File: src/rtl/mem_port_arbiter.sv
// Shares one memory port between an instruction-fetch requester and a data requester.
// Data normally wins; a starvation counter forces fetch through, and a wait counter aborts stalls.
module mem_port_arbiter #(
   parameter int unsigned AW         = 32,
   parameter int unsigned DW         = 32,
   parameter int unsigned STARVE_MAX = 4,
   parameter int unsigned WAIT_MAX   = 15
) (
   input  logic              clk,
   input  logic              rst_n,
   input  logic              if_req,
   input  logic [AW-1:0]     if_addr,
   output logic [DW-1:0]     if_rdata,
   output logic              if_done,
   input  logic              dm_req,
   input  logic              dm_we,
   input  logic [AW-1:0]     dm_addr,
   input  logic [DW-1:0]     dm_wdata,
   input  logic [DW/8-1:0]   dm_be,
   output logic [DW-1:0]     dm_rdata,
   output logic              dm_done,
   output logic              mem_req,
   output logic              mem_we,
   output logic [AW-1:0]     mem_addr,
   output logic [DW-1:0]     mem_wdata,
   output logic [DW/8-1:0]   mem_be,
   input  logic              mem_ack,
   input  logic [DW-1:0]     mem_rdata,
   output logic              err,
   output logic              busy
);
   localparam int unsigned BW     = DW / 8;
   localparam int unsigned SW_MIN = $clog2(STARVE_MAX + 1);
   localparam int unsigned SW     = (SW_MIN < 3) ? 3 : SW_MIN;
   localparam int unsigned WW     = $clog2(WAIT_MAX + 1);

   typedef enum logic [1:0] {StIdle, StFetch, StData} state_e;

   state_e          state_q, state_d;
   logic [AW-1:0]   addr_q;
   logic [DW-1:0]   wdata_q;
   logic            we_q;
   logic [BW-1:0]   be_q;
   logic [DW-1:0]   if_rdata_q, dm_rdata_q;
   logic            if_done_q, dm_done_q, err_q;
   logic [SW-1:0]   starve_q;
   logic [WW-1:0]   wait_q;

   logic            active, if_ok, dm_ok, starved, timeout;
   logic            grant_if, grant_dm, finish;

   // A requester whose done is high is masked so a held request is not re-granted.
   assign if_ok    = if_req & ~if_done_q;
   assign dm_ok    = dm_req & ~dm_done_q;
   assign starved  = (starve_q == SW'(STARVE_MAX));
   assign timeout  = (wait_q == WW'(WAIT_MAX - 1)) & ~mem_ack;
   assign grant_if = (state_q == StIdle) & (state_d == StFetch);
   assign grant_dm = (state_q == StIdle) & (state_d == StData);
   assign finish   = active & (mem_ack | timeout);

   always_ff @(posedge clk or negedge rst_n) begin
      if (!rst_n) begin
         state_q <= StIdle;
      end else begin
         state_q <= state_d;
      end
   end

   always_comb begin
      state_d = state_q;
      unique case (state_q)
         StIdle: begin
            if (if_ok && (starved || !dm_ok)) begin
               state_d = StFetch;
            end else if (dm_ok) begin
               state_d = StData;
            end
         end
         StFetch, StData: begin
            if (mem_ack || timeout) begin
               state_d = StIdle;
            end
         end
         default: state_d = StIdle;
      endcase
   end

   always_comb begin
      active    = (state_q != StIdle);
      busy      = active;
      mem_req   = active;
      mem_we    = we_q;
      mem_addr  = addr_q;
      mem_wdata = wdata_q;
      mem_be    = be_q;
      if_rdata  = if_rdata_q;
      dm_rdata  = dm_rdata_q;
      if_done   = if_done_q;
      dm_done   = dm_done_q;
      err       = err_q;
   end

   always_ff @(posedge clk or negedge rst_n) begin
      if (!rst_n) begin
         addr_q     <= '0;
         wdata_q    <= '0;
         we_q       <= 1'b0;
         be_q       <= '0;
         if_rdata_q <= '0;
         dm_rdata_q <= '0;
         if_done_q  <= 1'b0;
         dm_done_q  <= 1'b0;
         err_q      <= 1'b0;
         starve_q   <= '0;
         wait_q     <= '0;
      end else begin
         if_done_q <= finish & (state_q == StFetch);
         dm_done_q <= finish & (state_q == StData);
         err_q     <= active & timeout;

         if (grant_if) begin
            addr_q   <= if_addr;
            we_q     <= 1'b0;
            wdata_q  <= '0;
            be_q     <= '1;
            starve_q <= '0;
         end else if (grant_dm) begin
            addr_q  <= dm_addr;
            we_q    <= dm_we;
            wdata_q <= dm_wdata;
            be_q    <= dm_be;
            if (if_req && !starved) begin
               starve_q <= starve_q + SW'(1);
            end
         end

         if (grant_if || grant_dm) begin
            wait_q <= '0;
         end else if (active && !mem_ack) begin
            wait_q <= wait_q + WW'(1);
         end

         if (active && mem_ack) begin
            if (state_q == StFetch) begin
               if_rdata_q <= mem_rdata;
            end else begin
               dm_rdata_q <= mem_rdata;
            end
         end
      end
   end
endmodule
File: config.mk
export PLATFORM = sky130hd
export DESIGN_NAME = mem_port_arbiter
export DESIGN_NICKNAME = d
export VERILOG_FILES = /design/src/rtl/mem_port_arbiter.sv
export SDC_FILE = /design/constraint.sdc
export NUM_CORES = 1
export LEC_CHECK = 0
export ABC_AREA = 1
export CAP_MARGIN = 5
export CORE_MARGIN = 2
export CORE_UTILIZATION = 46
export CTS_CLUSTER_SIZE = 10
export DETAILED_ROUTE_END_ITERATION = 7
export GPL_TIMING_DRIVEN = 0
export PLACE_DENSITY = 0.92
export SKIP_CTS_REPAIR_TIMING = 1
export SYNTH_ARGS = -nofsm -noshare
export SYNTH_HDL_FRONTEND = slang
export SYNTH_SLANG_ARGS = --single-unit
export TNS_END_PERCENT = 50
File: constraint.sdc
create_clock -name clk -period 3.7 [get_ports clk]
set_input_delay 0.555 -clock clk [delete_from_list [all_inputs] [get_ports clk]]
set_output_delay 0.555 -clock clk [all_outputs]
set_load 0.1 [all_outputs]
# After elaboration in Yosys (flattened, before gate mapping)
# Cells that the tools add are included.
word_totals:
  ff_bits: 145
  inputBits: 138
  output_inout_bits: 138
  word_cells: 70
classes:
  add_sub_neg: 2
  eq_ne: 6
  mux: 17
  bitwise: 14
  n_reduce_logical: 19
ops:
  columns: ["cell", "count"]
  rows:
  - ["$mux 32", 4]
  - ["$mux 4", 4]
  - ["$and 1x1->1", 9]
  - ["$mux 3", 3]
  - ["$reduce_bool 2->1", 4]
  - ["$mux 2", 3]
  - ["$reduce_and 2->1", 3]
  - ["$add 4x1->4 const B", 1]
  - ["$eq 2x1->1 const B", 2]
  - ["$eq 2x2->1 const B", 2]
  - ["$eq 4x4->1 const B", 1]
  - ["$logic_and 1x1->1", 4]
  - ["$not 1->1", 4]
  - ["$pmux 2 s2", 1]
  - ["$add 3x1->3 const B", 1]
  - ["$eq 3x3->1 const B", 1]
  - ["$logic_not 1->1", 3]
  - ["$logic_or 1x1->1", 3]
  - ["$logic_not 2->1", 1]
  - ["$mux 1", 2]
  - ["$reduce_or 2->1", 1]
  - ["$or 1x1->1", 1]

# Logic depth before layout (Yosys ltp)
logic_depth:
  depth_word: 11
  depth_mapped: 15
  ltp_nobuf: 13

# Least setup slack after synthesis
# No wires, ideal clock.
synth_timing:
  path_kind: "reg2reg"
  startpoint: "register dm_done_q, in the netlist dm_done"
  endpoint: "register addr_q[14], in the netlist mem_addr[14]"
  setup_time_ns: 0.120
  arrival_ns: 2.104
  t_required_ns: 3.580
  slack_ns: 1.476
  stages_incl_launch_ff: 14
  n_path_buf: 2
  synth_period_minus_slack_ns: 2.224
  cell_sequence: "dfrtp_1 inv_1 nand2_1 nand2_1 nand2_1 nand2_1 nand2_2 nand3_2 nand2_4 inv_2 buf_6 buf_6 nand2_1 nand2_1"
synth_via:
  elab_chain_len: 10
  elab_cells_between_ends: 14
synth_rtl:
  columns: ["element", "line_no", "text"]
  rows:
  - ["start: declaration", "45", "logic if_done_q, dm_done_q, err_q;"]
  - ["start signal: assignment", "118", "dm_done_q <= finish & (state_q == StData);"]
  - ["$not 1->1 (*)", "54", "assign dm_ok = dm_req & ~dm_done_q;"]
  - ["$and 1x1->1 (*)", "54", null]
  - ["$logic_not 1->1", "73", "if (if_ok && (starved || !dm_ok)) begin"]
  - ["$logic_or 1x1->1", "73", null]
  - ["$logic_and 1x1->1", "73", null]
  - ["$mux 2 (*)", "73", null]
  - ["$pmux 2 s2 (*)", "71", "unique case (state_q)"]
  - ["$eq 2x1->1 or $eq 2x2->1 (tied branches)", "57, 58", null]
  - ["$and 1x1->1 (on tied branches)", "57, 58", null]
  - ["$mux 32 or $reduce_bool 2->1 (tied branches)", null, null]
  - ["end signal: assignment", "122", "addr_q <= if_addr;"]
  - ["end signal: assignment", "128", "addr_q <= dm_addr;"]
  - ["end: declaration", "40", "logic [AW-1:0] addr_q;"]
# Every way passes the cells marked *; elsewhere a longest branch is shown, timed or not.
# A chain may end at the register's enable or synchronous reset.

# Final worst setup path
layout_timing:
  startpoint: "register state_q[0]"
  endpoint: "output port mem_req"
layout_via:
  elab_chain_len: 1
layout_rtl:
  columns: ["element", "line_no", "text"]
  rows:
  - ["start: declaration", "39", "state_e state_q, state_d;"]
  - ["start signal: assignment", "63", "state_q <= StIdle;"]
  - ["start signal: assignment", "65", "state_q <= state_d;"]
  - ["$reduce_bool 2->1", "89", "active = (state_q != StIdle);"]
  - ["end: declaration", "22", "output logic mem_req,"]
# Every way passes these cells.

==> impl_metrics.json <==
{
  "max-slew-margin-rel_pct": 30.9,
  "grt_remaining_overflow": 0,
  "clkSlewWorstSetupHoldPaths_ns": 0.06,
  "antenna_found_initial": 0,
  "viasPerCell": 4.88,
  "area_growth_pct": 57.1,
  "ys_warn_count": 0,
  "grt_pass1_wl_um": 29900,
  "cts_made_buffers": 17,
  "dieHeight_um": 122,
  "end_kind": "output port",
  "grt_pass1_vias": 5995,
  "critPathKind": "reg2out",
  "synthTopCellsByCount": "nand2_1 (290), dfrtp_1 (145), inv_1 (110)",
  "drv_slew": 0,
  "diodes": 0,
  "synth-seq-cells": 145,
  "initial_utilization_pct": 47.6,
  "worstMarginPinSlew_ns": 1.03,
  "crit_arrival_ns": 2.58,
  "coreArea_um2": 13300,
  "cts.sink_count": 145,
  "firstDrtPassIters": 5,
  "cts_buffer_depth": 2,
  "ys_seq_area_share_pct": 57.1,
  "die_x_um": 122,
  "dp_hpwl_um": 13700,
  "syn_area_um2": 6360,
  "netlist_instances": 765,
  "start_kind": "flop",
  "drcViolationCount": 0,
  "min_period_ns": 3.14,
  "grtUsageTotal_pct": 25.9,
  "grt_max_degree": 78,
  "yosys.cell_types.count": 23,
  "rsz0062_at_grt": "no",
  "min_path_type": "in2async",
  "finalHoldViolCount": 0,
  "yosysMostFrequentCell": "nand2_1",
  "setup_violations": 0,
  "drt-total-wl_um": 18800,
  "ios": 276,
  "cp_max_fo": 6,
  "layout-drive-gt1-share_pct": 5.59,
  "synth_edf_count": 0,
  "outcome": "finished, final reports clean",
  "synth_area_leaders": "dfrtp_1 (57%), nand2_1 (17%), inv_1 (6.5%)",
  "skew_ns": 0.0116,
  "synthArstFlopShare_pct": 100,
  "row_count": 42,
  "ys.flop_type": "dfrtp_1",
  "fin_hold_ws_ns": 0.133,
  "cts-root-buf": "clkbuf_16",
  "htree_levels": 4,
  "clk-insertion-delay-late_ns": 0.42,
  "place.gp.congestion": 0.842,
  "cp.required_ns": 3.14,
  "nNetsFinal": 1206,
  "cts_tree": "yes",
  "syn_area_per_cell_um2": 8.31,
  "wl_per_cell_um": 15.1,
  "yosysTopAreaCell": "dfrtp_1",
  "dieArea_um2": 14800,
  "cap_viol_max_count": 0,
  "drtIter0Drc": 327,
  "via_count": 6096,
  "postRouteAntennaNets": 0,
  "syn_nets": 911,
  "port_buffers": 275,
  "synth_top_area_share_pct": 57.1,
  "max_freq_mhz": 318,
  "fin_crit_sh_pct": 84.9
}
## per-layer routing
layer	GRT usage, %	wire length, um	up-vias
met1	31.5	7490	2870
li1	-	-	2961
met4	9.05	414	0
met3	6.65	1280	33
met5	0	0	-
met2	44.9	9630	232
## placed cells by master (no fill, tap or decap), drive strengths merged
master and n:
clkinv 3, nand4 36, or2 1, a21oi 5
clkinvlp 2, clkdlybuf4s50 274, nand3 46, o21ai 65
bufinv 3, dfrtp 145, inv 117, buf 24
ha 8, xnor2 1, nand2 293, clkbuf 40
nor2 9, xor2 1
## flip-flops by register name, summed over array words and instances, names as in the netlist
name,count
dm_done,1
err,1
mem_addr,32
if_rdata,32
if_done,1
dm_rdata,32
starve_q,3
wait_q,4
mem_wdata,32
state_q,2
mem_we,1
mem_be,4
## logic make-up after synthesis
family / Yosys count / synth area share (%)
adder cells (fa/ha/maj): 8 / 1.57
AND/OR/NAND/NOR: 385 / 25.4
flip-flops: 145 / 57.1
AO/OA/AOI/OAI: 70 / 5.63
buffers and inverters: 155 / 10.1
XOR/XNOR: 2 / 0.276
## worst paths after layout
check | start | end | slack (ns) | cells after the start
max in group asynchronous | rst_n | mem_addr[11]$_DFFE_PN0P_ | 2.78 | 2
min reg2reg | mem_wdata[9]$_DFFE_PN0P_ | mem_wdata[9]$_DFFE_PN0P_ | 0.47 | 2
max reg2reg | state_q[1]$_DFF_PN0_ | mem_wdata[23]$_DFFE_PN0P_ | 1.46 | 13
min | rst_n | if_rdata[10]$_DFFE_PN0P_ | 0.13 | 1
max | state_q[0]$_DFF_PN0_ | mem_req | 0.56 | 5
min in group clk | mem_wdata[9]$_DFFE_PN0P_ | mem_wdata[9]$_DFFE_PN0P_ | 0.47 | 2
## final cells by class
cell class              instances  area (um^2)
inverters                     115          432
fillers                       945         3360
repair buffers                276         2780
clock inverters                10          145
well taps                     176          220
flip-flops and latches        145         3630
clock buffers                  22          484
plain buffers                  40          210
multi-input cells             465         2090
## metrics by stage
stage,cells,TNS (ns),instance area (um^2),setup WS [ns],util [%]
floorplan,765,0,6360,1.48,-
CTS,1249,0,9990,0.530,74.8
global placement,1216,-515.98,9330,-3.57,69.9
global route,1249,0,9990,0.460,74.8
detailed placement,1217,0,9360,0.975,70.1
finish,1249,0,9990,0.560,74.8
## critical path: stages, from the launching register on
cell,delay [ns]
dfrtp_1,0.44
inv_1,0.09
ha_1,0.27
inv_2,0.14
buf_4,0.12
clkdlybuf4s50_1,1.12
Power is not shown: default switching activity piles up to over one toggle a cycle in this logic, so the estimate is an artifact.
